## config.mk

```make
export PLATFORM = sky130hd
export DESIGN_NAME = mem_arbiter
export DESIGN_NICKNAME = d
export VERILOG_FILES = /design/src/rtl/cpu_types_pkg.sv /design/src/rtl/mem_arbiter.sv
export SDC_FILE = /design/constraint.sdc
export NUM_CORES = 1
export LEC_CHECK = 0
export ABC_AREA = 1
export CAP_MARGIN = 0
export CORE_MARGIN = 3
export CORE_UTILIZATION = 35
export CTS_CLUSTER_SIZE = 28
export DETAILED_ROUTE_END_ITERATION = 16
export GPL_TIMING_DRIVEN = 0
export PLACE_DENSITY = 0.66
export SETUP_SLACK_MARGIN = 0.1
export SYNTH_ARGS = -nofsm -noshare
export SYNTH_HDL_FRONTEND = slang
export SYNTH_SLANG_ARGS = --single-unit
```

## constraint.sdc

```tcl
create_clock -name CLK -period 5 [get_ports CLK]
set_input_delay 1 -clock CLK [delete_from_list [all_inputs] [get_ports CLK]]
set_output_delay 1 -clock CLK [all_outputs]
set_load 0.005 [all_outputs]
```

## src/rtl/cpu_types_pkg.sv

```systemverilog
// Types shared by the CPU memory subsystem: data word, RAM handshake state,
// arbiter FSM state and the latched grant record.
package cpu_types_pkg;

  typedef logic [31:0] word_t;

  typedef enum logic [1:0] {FREE, BUSY, ACCESS, ERROR} ramstate_t;

  typedef enum logic [1:0] {IDLE, DBUSY, IBUSY, DONE} arbstate_t;

  typedef struct packed {
    word_t addr;
    word_t wdata;
    logic  wr;
    logic  instr;
  } grant_t;

  function automatic word_t word_align(input word_t a);
    return a & ~word_t'(3);
  endfunction

endpackage

```

## src/rtl/mem_arbiter.sv

```systemverilog
// Shares one RAM port between instruction fetch and data access: data-first
// arbitration with an anti-starvation streak limit and a hung-access watchdog.
module mem_arbiter
  import cpu_types_pkg::*;
#(
  parameter int unsigned MAX_DSTREAK = 4,
  parameter int unsigned TIMEOUT     = 64,
  parameter word_t       ERR_WORD    = 32'hBAD1BAD1
) (
  input  logic      CLK,
  input  logic      RST,
  input  logic      iREN,
  input  word_t     iaddr,
  input  logic      dREN,
  input  logic      dWEN,
  input  word_t     daddr,
  input  word_t     dstore,
  output logic      ihit,
  output logic      dhit,
  output word_t     iload,
  output word_t     dload,
  output logic      merr,
  output logic      ramREN,
  output logic      ramWEN,
  output word_t     ramaddr,
  output word_t     ramstore,
  input  word_t     ramload,
  input  ramstate_t ramstate
);

  localparam int unsigned   SW         = $clog2(MAX_DSTREAK + 1);
  localparam int unsigned   TW         = $clog2(TIMEOUT);
  localparam logic [SW-1:0] STREAK_MAX = SW'(MAX_DSTREAK);
  localparam logic [TW-1:0] TIMER_LAST = TW'(TIMEOUT - 1);

  arbstate_t     state_q, state_d;
  grant_t        grant_q, grant_d;
  logic [SW-1:0] dstreak_q, dstreak_d;
  logic [TW-1:0] timer_q, timer_d;
  word_t         iload_q, iload_d;
  word_t         dload_q, dload_d;
  logic          err_q, err_d;

  logic data_req;
  logic busy;

  assign data_req = dREN | dWEN;
  assign busy     = (state_q == DBUSY) || (state_q == IBUSY);

  always_ff @(posedge CLK) begin
    // NOTE: state uses non-blocking assignment so every flop samples pre-edge values.
    if (RST) begin
      state_q   <= IDLE;
      grant_q   <= '0;
      dstreak_q <= '0;
      timer_q   <= '0;
      iload_q   <= '0;
      dload_q   <= '0;
      err_q     <= 1'b0;
    end else begin
      state_q   <= state_d;
      grant_q   <= grant_d;
      dstreak_q <= dstreak_d;
      timer_q   <= timer_d;
      iload_q   <= iload_d;
      dload_q   <= dload_d;
      err_q     <= err_d;
    end
  end

  always_comb begin
    // NOTE: every _d starts from its _q so no path leaves it unassigned and infers a latch.
    state_d   = state_q;
    grant_d   = grant_q;
    dstreak_d = dstreak_q;
    timer_d   = timer_q;
    iload_d   = iload_q;
    dload_d   = dload_q;
    err_d     = err_q;

    unique case (state_q)
      IDLE: begin
        if (data_req && !(iREN && dstreak_q == STREAK_MAX)) begin
          state_d = DBUSY;
          grant_d = '{addr: word_align(daddr), wdata: dstore, wr: dWEN, instr: 1'b0};
          timer_d = '0;
          if (!iREN)
            dstreak_d = '0;
          else if (dstreak_q != STREAK_MAX)
            dstreak_d = dstreak_q + 1'b1;
        end else if (iREN) begin
          state_d   = IBUSY;
          grant_d   = '{addr: word_align(iaddr), wdata: dstore, wr: 1'b0, instr: 1'b1};
          timer_d   = '0;
          dstreak_d = '0;
        end else begin
          dstreak_d = '0;
        end
      end

      DBUSY, IBUSY: begin
        // Writes never touch the load registers, even when they fail.
        if (ramstate == ACCESS) begin
          state_d = DONE;
          err_d   = 1'b0;
          if (!grant_q.wr) begin
            if (grant_q.instr) iload_d = ramload;
            else               dload_d = ramload;
          end
        end else if (ramstate == ERROR || timer_q == TIMER_LAST) begin
          state_d = DONE;
          err_d   = 1'b1;
          if (!grant_q.wr) begin
            if (grant_q.instr) iload_d = ERR_WORD;
            else               dload_d = ERR_WORD;
          end
        end else begin
          timer_d = timer_q + 1'b1;
        end
      end

      DONE:    state_d = IDLE;
      default: state_d = IDLE;
    endcase
  end

  assign ihit     = (state_q == DONE) &&  grant_q.instr;
  assign dhit     = (state_q == DONE) && !grant_q.instr;
  assign merr     = (state_q == DONE) &&  err_q;
  assign iload    = iload_q;
  assign dload    = dload_q;
  assign ramREN   = busy && !grant_q.wr;
  assign ramWEN   = busy &&  grant_q.wr;
  assign ramaddr  = grant_q.addr;
  assign ramstore = grant_q.wdata;

endmodule

```

Word level (Yosys, flattened, before mapping)
Index checks and enable logic that the tools add are counted.
{"block": "classes", "order_cmp": 0, "n_bitwise": 1, "n_reduce_logical": 24, "n_addsub": 2, "n_div": 0, "n_eq_ne": 19, "n_shift": 0, "n_mux": 29, "mul": 0}
{"operator": "$mux W32", "count": 12}
{"operator": "$mux W66", "count": 2}
{"operator": "$mux W6", "count": 4}
{"operator": "$ne A2 B2 Y1 const B", "count": 8}
{"operator": "$pmux W6 S2", "count": 1}
{"operator": "$reduce_and A6 Y1", "count": 2}
{"operator": "$mux W3", "count": 3}
{"operator": "$ne A3 B3 Y1 const B", "count": 3}
{"operator": "$eq A2 B2 Y1 const B", "count": 4}
{"operator": "$mux W2", "count": 4}
{"operator": "$reduce_and A2 Y1", "count": 4}
{"operator": "$logic_and A1 B1 Y1", "count": 7}
{"operator": "$add A6 B1 Y6 const B", "count": 1}
{"operator": "$eq A6 B6 Y1 const B", "count": 1}
{"operator": "$pmux W2 S3", "count": 1}
{"operator": "$reduce_bool A2 Y1", "count": 3}
{"operator": "$reduce_and A4 Y1", "count": 1}
{"operator": "$add A3 B1 Y3 const B", "count": 1}
{"operator": "$eq A3 B3 Y1 const B", "count": 1}
{"operator": "$logic_not A1 Y1", "count": 3}
{"operator": "$ne A3 B2 Y1 const B", "count": 1}
{"operator": "$eq A2 B1 Y1 const B", "count": 1}
{"operator": "$logic_not A2 Y1", "count": 1}
{"operator": "$logic_or A1 B1 Y1", "count": 2}
{"operator": "other kinds (3)", "count": 4}
{"block": "word_totals", "latch_bits": 0, "register_bits": 142, "mem_bits_rw": 0, "n_memories": 0, "rom_bits": 0, "wordCells": 85}

Logic depth before layout (Yosys ltp)
{"block": "logic_depth", "depth_word": 6, "ltp_mapped": 11, "ltp_nobuf": 10}

Worst setup path after synthesis
No wires, ideal clock.
{"block": "synth_path", "kind": "reg2out", "start": "register state_q[0]", "end": "output ramREN", "slack_ns": 2.984, "t_arrival_ns": 1.016, "stages_incl_launch_ff": 6, "path_buffers": 1, "t_required_ns": 4.000, "path_cell_list": "dfxtp_1 -> inv_1 -> ha_1 -> buf_2 -> inv_1 -> nor2_1"}
{"block": "synth_via", "elab_chain_cells": 3, "elab_cells_between_ends": 4}
{"item": "start: declaration", "line_no": "mem_arbiter.sv:36", "source": "arbstate_t state_q, state_d;"}
{"item": "start signal: assignment", "line_no": "mem_arbiter.sv:61", "source": "state_q <= state_d;"}
{"item": "$eq A2 B1 Y1 / $eq A2 B2 Y1 (equally long branches)", "line_no": "mem_arbiter.sv:48", "source": "assign busy = (state_q == DBUSY) || (state_q == IBUSY);"}
{"item": "$logic_or A1 B1 Y1 (*)", "line_no": "mem_arbiter.sv:48"}
{"item": "$logic_and A1 B1 Y1 (*)", "line_no": "mem_arbiter.sv:132", "source": "assign ramREN = busy && !grant_q.wr;"}
{"item": "end: declaration", "line_no": "mem_arbiter.sv:23", "source": "output logic ramREN,"}
Mark *: on every way between the ends. The rest lies on a longest branch, timed or not.

Final worst setup path
Ends and elaborated chain as after synthesis.

==> metrics.md <==
| Metric | Value |
|---|---|
| Hold Path Class | `register to register` |
| Initial DRC count | `between 200 and 300` |
| Critical Path Fanout Max | `9` |
| Register area share after synthesis | `0.3977` |
| Fmax | `between 0.3 and 0.4 GHz` |
| LEAKAGE | `0.005003 uW` |
| TritonRoute pass-1 iters | `5` |
| Layout Skew | `approximately 13 ps` |
| Bufs and invs on worst path | `4` |
| Post-CTS Setup Bufs | `0` |
| Setup-failing EPs final | `0` |
| Sink Count | `140` |
| Crit path DAT | `between 2000 and 2500 ps` |
| DP Worst Slack | `roughly 1900 ps` |
| Largest delay share family, worst path | `buffers and inverters` |
| Tot GR Track Use | `0.1921` |
| Setup_tns | `0 ps` |
| Power, Total | `about 5500 uW` |
| Pwr per Cell Area | `between 500 and 600 nW/um^2` |
| Critical Path RT | `~4000 ps` |
| I/O pin count | `268` |
| Fin crit share | `0.6307` |
| Antenna Cells | `0` |
| Synth Warn # | `0` |
| Synth Instances | `~1100` |
| Ratio of cells with drive above 1 in the final layout | `0.1114` |
| Cell Area, Synth | `just over 7000 sq um` |
| Largest net degree at the start of global routing | `17` |
| Antenna violations before repair | `0` |
| Final worst slack | `around 1800 ps` |
| Netlist cell types | `24` |
| Status | `complete, no violations` |
| Die width | `roughly 150 um` |
| CTS root buf | `clkbuf_16` |
| Multi-input logic area | `about 2700 sq um` |
| Worst path most repeated cell | `inv_1` |
| Post-DRT Antenna Nets | `0` |
| CTS Hold Bufs | `0` |
| Peak supply drop | `0.2851 mV` |
| Flop and latch count out of synthesis | `between 100 and 150` |
| Core area | `19650 sq um` |
| Vias per inst | `between 4 and 5` |
| Aggregate global routing overflow | `0` |
| Worst-Skew Late Latency | `420 ps` |
| Port Buffer Count | `about 260` |
| Final Hold Vio Count | `0` |
| Total die area | `between 20000 and 25000 sq um` |
| Max Slew Vio Count | `0` |
| Drt total wl | `21660 um` |
| Register area | `2803 sq um` |
| RSZ-0062 raised after global routing | `false` |
| Area after DPL | `approximately 10000 sq um` |
| Cts bufs inserted | `17` |
| Crit path largest cell delay | `roughly 540 ps` |
| Syn_area_per_cell | `6.693 sq um` |
| CP max stage cell | `clkdlybuf4s50_1` |
| Number of global-route vias before repair | `between 6000 and 7000` |
| Crit. End Element | `output port` |
| Startpoint Class | `register` |
| DRC | `0` |
| Critical path type | `register to output port` |
| Slew HR | `0.6040` |
| CP cell instances | `inv_1, ha_1, buf_2, inv_1, nor2_1, clkdlybuf4s50_1` |
| DP HPWL | `roughly 16000 um` |
| Fin crit period | `approximately 3200 ps` |
| Design area | `about 11000 sq um` |
| Rows | `51` |
| Filler cells | `about 2000` |
| Die Ht | `around 150 um` |
| Routed vias | `approximately 7000` |
| First-pass GRT wire length | `about 34000 um` |
| Max_cap viols | `0` |
| Initial Util | `0.3586` |
| Nets | `around 1500` |
| CTS max path bufs | `2` |
| P&R area growth vs syn | `50.28%` |
| Routed wire per std cell | `~13 um` |
| TritonCTS clock tree | `done` |
| Resized cells post-CTS | `0` |
| Worst slew pin tran | `between 500 and 600 ps` |
| H-tree levels | `4` |
| Final Wtd Congestion | `between 0.8 and 0.9` |
| CTS clk-pin slew, worst paths | `approximately 60 ps` |
-- synthesized netlist by cell type --
library cell  number  share of area
nand2_1          232           0.12
inv_1            176          0.094
o21ai_0           38          0.027
nor2_4             2         0.0032
a21oi_1           14         0.0099
nor2_2             1        0.00089
buf_6              7          0.011
or2_2              1        0.00089
ha_1               6          0.011
buf_4             69          0.073
o21ai_1            4         0.0028
nand3_2            2         0.0028
nand3_1           41          0.029
nand4_1           57          0.051
nor3b_1            1         0.0011
conb_1             1        0.00053
clkbuf_1          18         0.0096
buf_1              5         0.0027
dfxtp_1          140           0.40
nor2_1           170          0.091
buf_2             25          0.018
o211ai_1          30          0.032
inv_2              9         0.0048
nand2_2            4         0.0035
-- registers in the layout, summed over array words and instances, names as in the netlist --
signal     count
ramstore      32
dload         32
iload         32
timer_q        6
dstreak_q      3
grant_q        2
ramaddr       30
state_q        2
err_q          1
-- cell families (layout without fill, tap and decap cells) --
family | Yosys count | in the layout | synth area share
buffers and inverters | 309 | 602 | 0.2132
other | 1 | 2 | 0.0005321
adder cells (fa/ha/maj) | 6 | 6 | 0.01065
AO/OA/AOI/OAI | 86 | 86 | 0.07172
AND/OR/NAND/NOR | 511 | 511 | 0.3062
flip-flops | 140 | 140 | 0.3977
-- power breakdown --
group          switching, uW  internal [uW]  leakage (uW)
Sequential               184           1460       0.00115
Clock                    510            767      0.000280
Combinational           1240           1300       0.00357
Total                   1930           3520       0.00500
-- per-stage QoR --
| step | instances | utilization | hold WS (ps) |
|---|---|---|---|
| floorplan | 1054 | - | 436.6 |
| global placement | 1580 | 0.5086 | 463.5 |
| detailed placement | 1580 | 0.5086 | 472.8 |
| CTS | 1612 | 0.5389 | 487.4 |
| global route | 1612 | 0.5389 | 501.0 |
| finish | 1612 | 0.5389 | 480.9 |
-- routing by layer --
metal | part of all wire | track usage
met5 | 0 | 0
met4 | 0.016 | 0.05635
met3 | 0.090 | 0.06744
met2 | 0.46 | 0.3214
met1 | 0.43 | 0.2342
-- worst paths after layout --
check / slack (ps) / cells after the start / start / endpoint
max: 1850 / 6 / state_q[0]$_SDFFE_PP0P_ / ramREN
min: 480 / 2 / ramstore[1]$_SDFFE_PP0P_ / ramstore[1]$_SDFFE_PP0P_
max reg2reg: 2900 / 9 / state_q[0]$_SDFFE_PP0P_ / iload[30]$_SDFFE_PP0P_
min reg2reg: 480 / 2 / ramstore[1]$_SDFFE_PP0P_ / ramstore[1]$_SDFFE_PP0P_
-- worst reg2reg max path, stage by stage, from the launching register on --
cell and delay, ps:
dfxtp_1 360, inv_1 70, ha_1 270, buf_2 200, nand2_1 140, nor2_4 270, clkbuf_1 420, nand4_1 150
nand2_1 80, nor2_1 40
-- placed cells by master (no fill, tap or decap) --
| cell | Yosys | routed |
|---|---|---|
| o21ai_1 | 4 | 4 |
| o21ai_0 | 38 | 38 |
| buf_4 | 69 | 69 |
| clkbuf_16 | 0 | 17 |
| inv_6 | 0 | 2 |
| dfxtp_1 | 140 | 140 |
| clkinvlp_4 | 0 | 3 |
| conb_1 | 1 | 2 |
| clkbuf_8 | 0 | 2 |
| buf_6 | 7 | 7 |
| nand2_1 | 232 | 232 |
| clkdlybuf4s50_1 | 0 | 261 |
| inv_1 | 176 | 176 |
| buf_2 | 25 | 25 |
| o211ai_1 | 30 | 30 |
| nand3_2 | 2 | 2 |
| clkbuf_1 | 18 | 20 |
| buf_1 | 5 | 5 |
| clkinv_4 | 0 | 4 |
| nor2_4 | 2 | 2 |
| inv_2 | 9 | 9 |
| nand4_1 | 57 | 57 |
| nand2_2 | 4 | 4 |
| ha_1 | 6 | 6 |
| nor2_2 | 1 | 1 |
| a21oi_1 | 14 | 14 |
| bufinv_16 | 0 | 2 |
| nand3_1 | 41 | 41 |
| or2_2 | 1 | 1 |
| nor3b_1 | 1 | 1 |
| nor2_1 | 170 | 170 |
-- cell type report --
class / instances / share of cell area
multi-input cells: 605 / 0.2593
plain buffers: 124 / 0.07631
inverters: 185 / 0.06556
flip-flops and latches: 140 / 0.2646
clock inverters: 11 / 0.01276
well taps: 265 / 0.03131
repair buffers: 261 / 0.2467
clock buffers: 21 / 0.04347
Note: power is estimated with default switching activity, not from simulation.
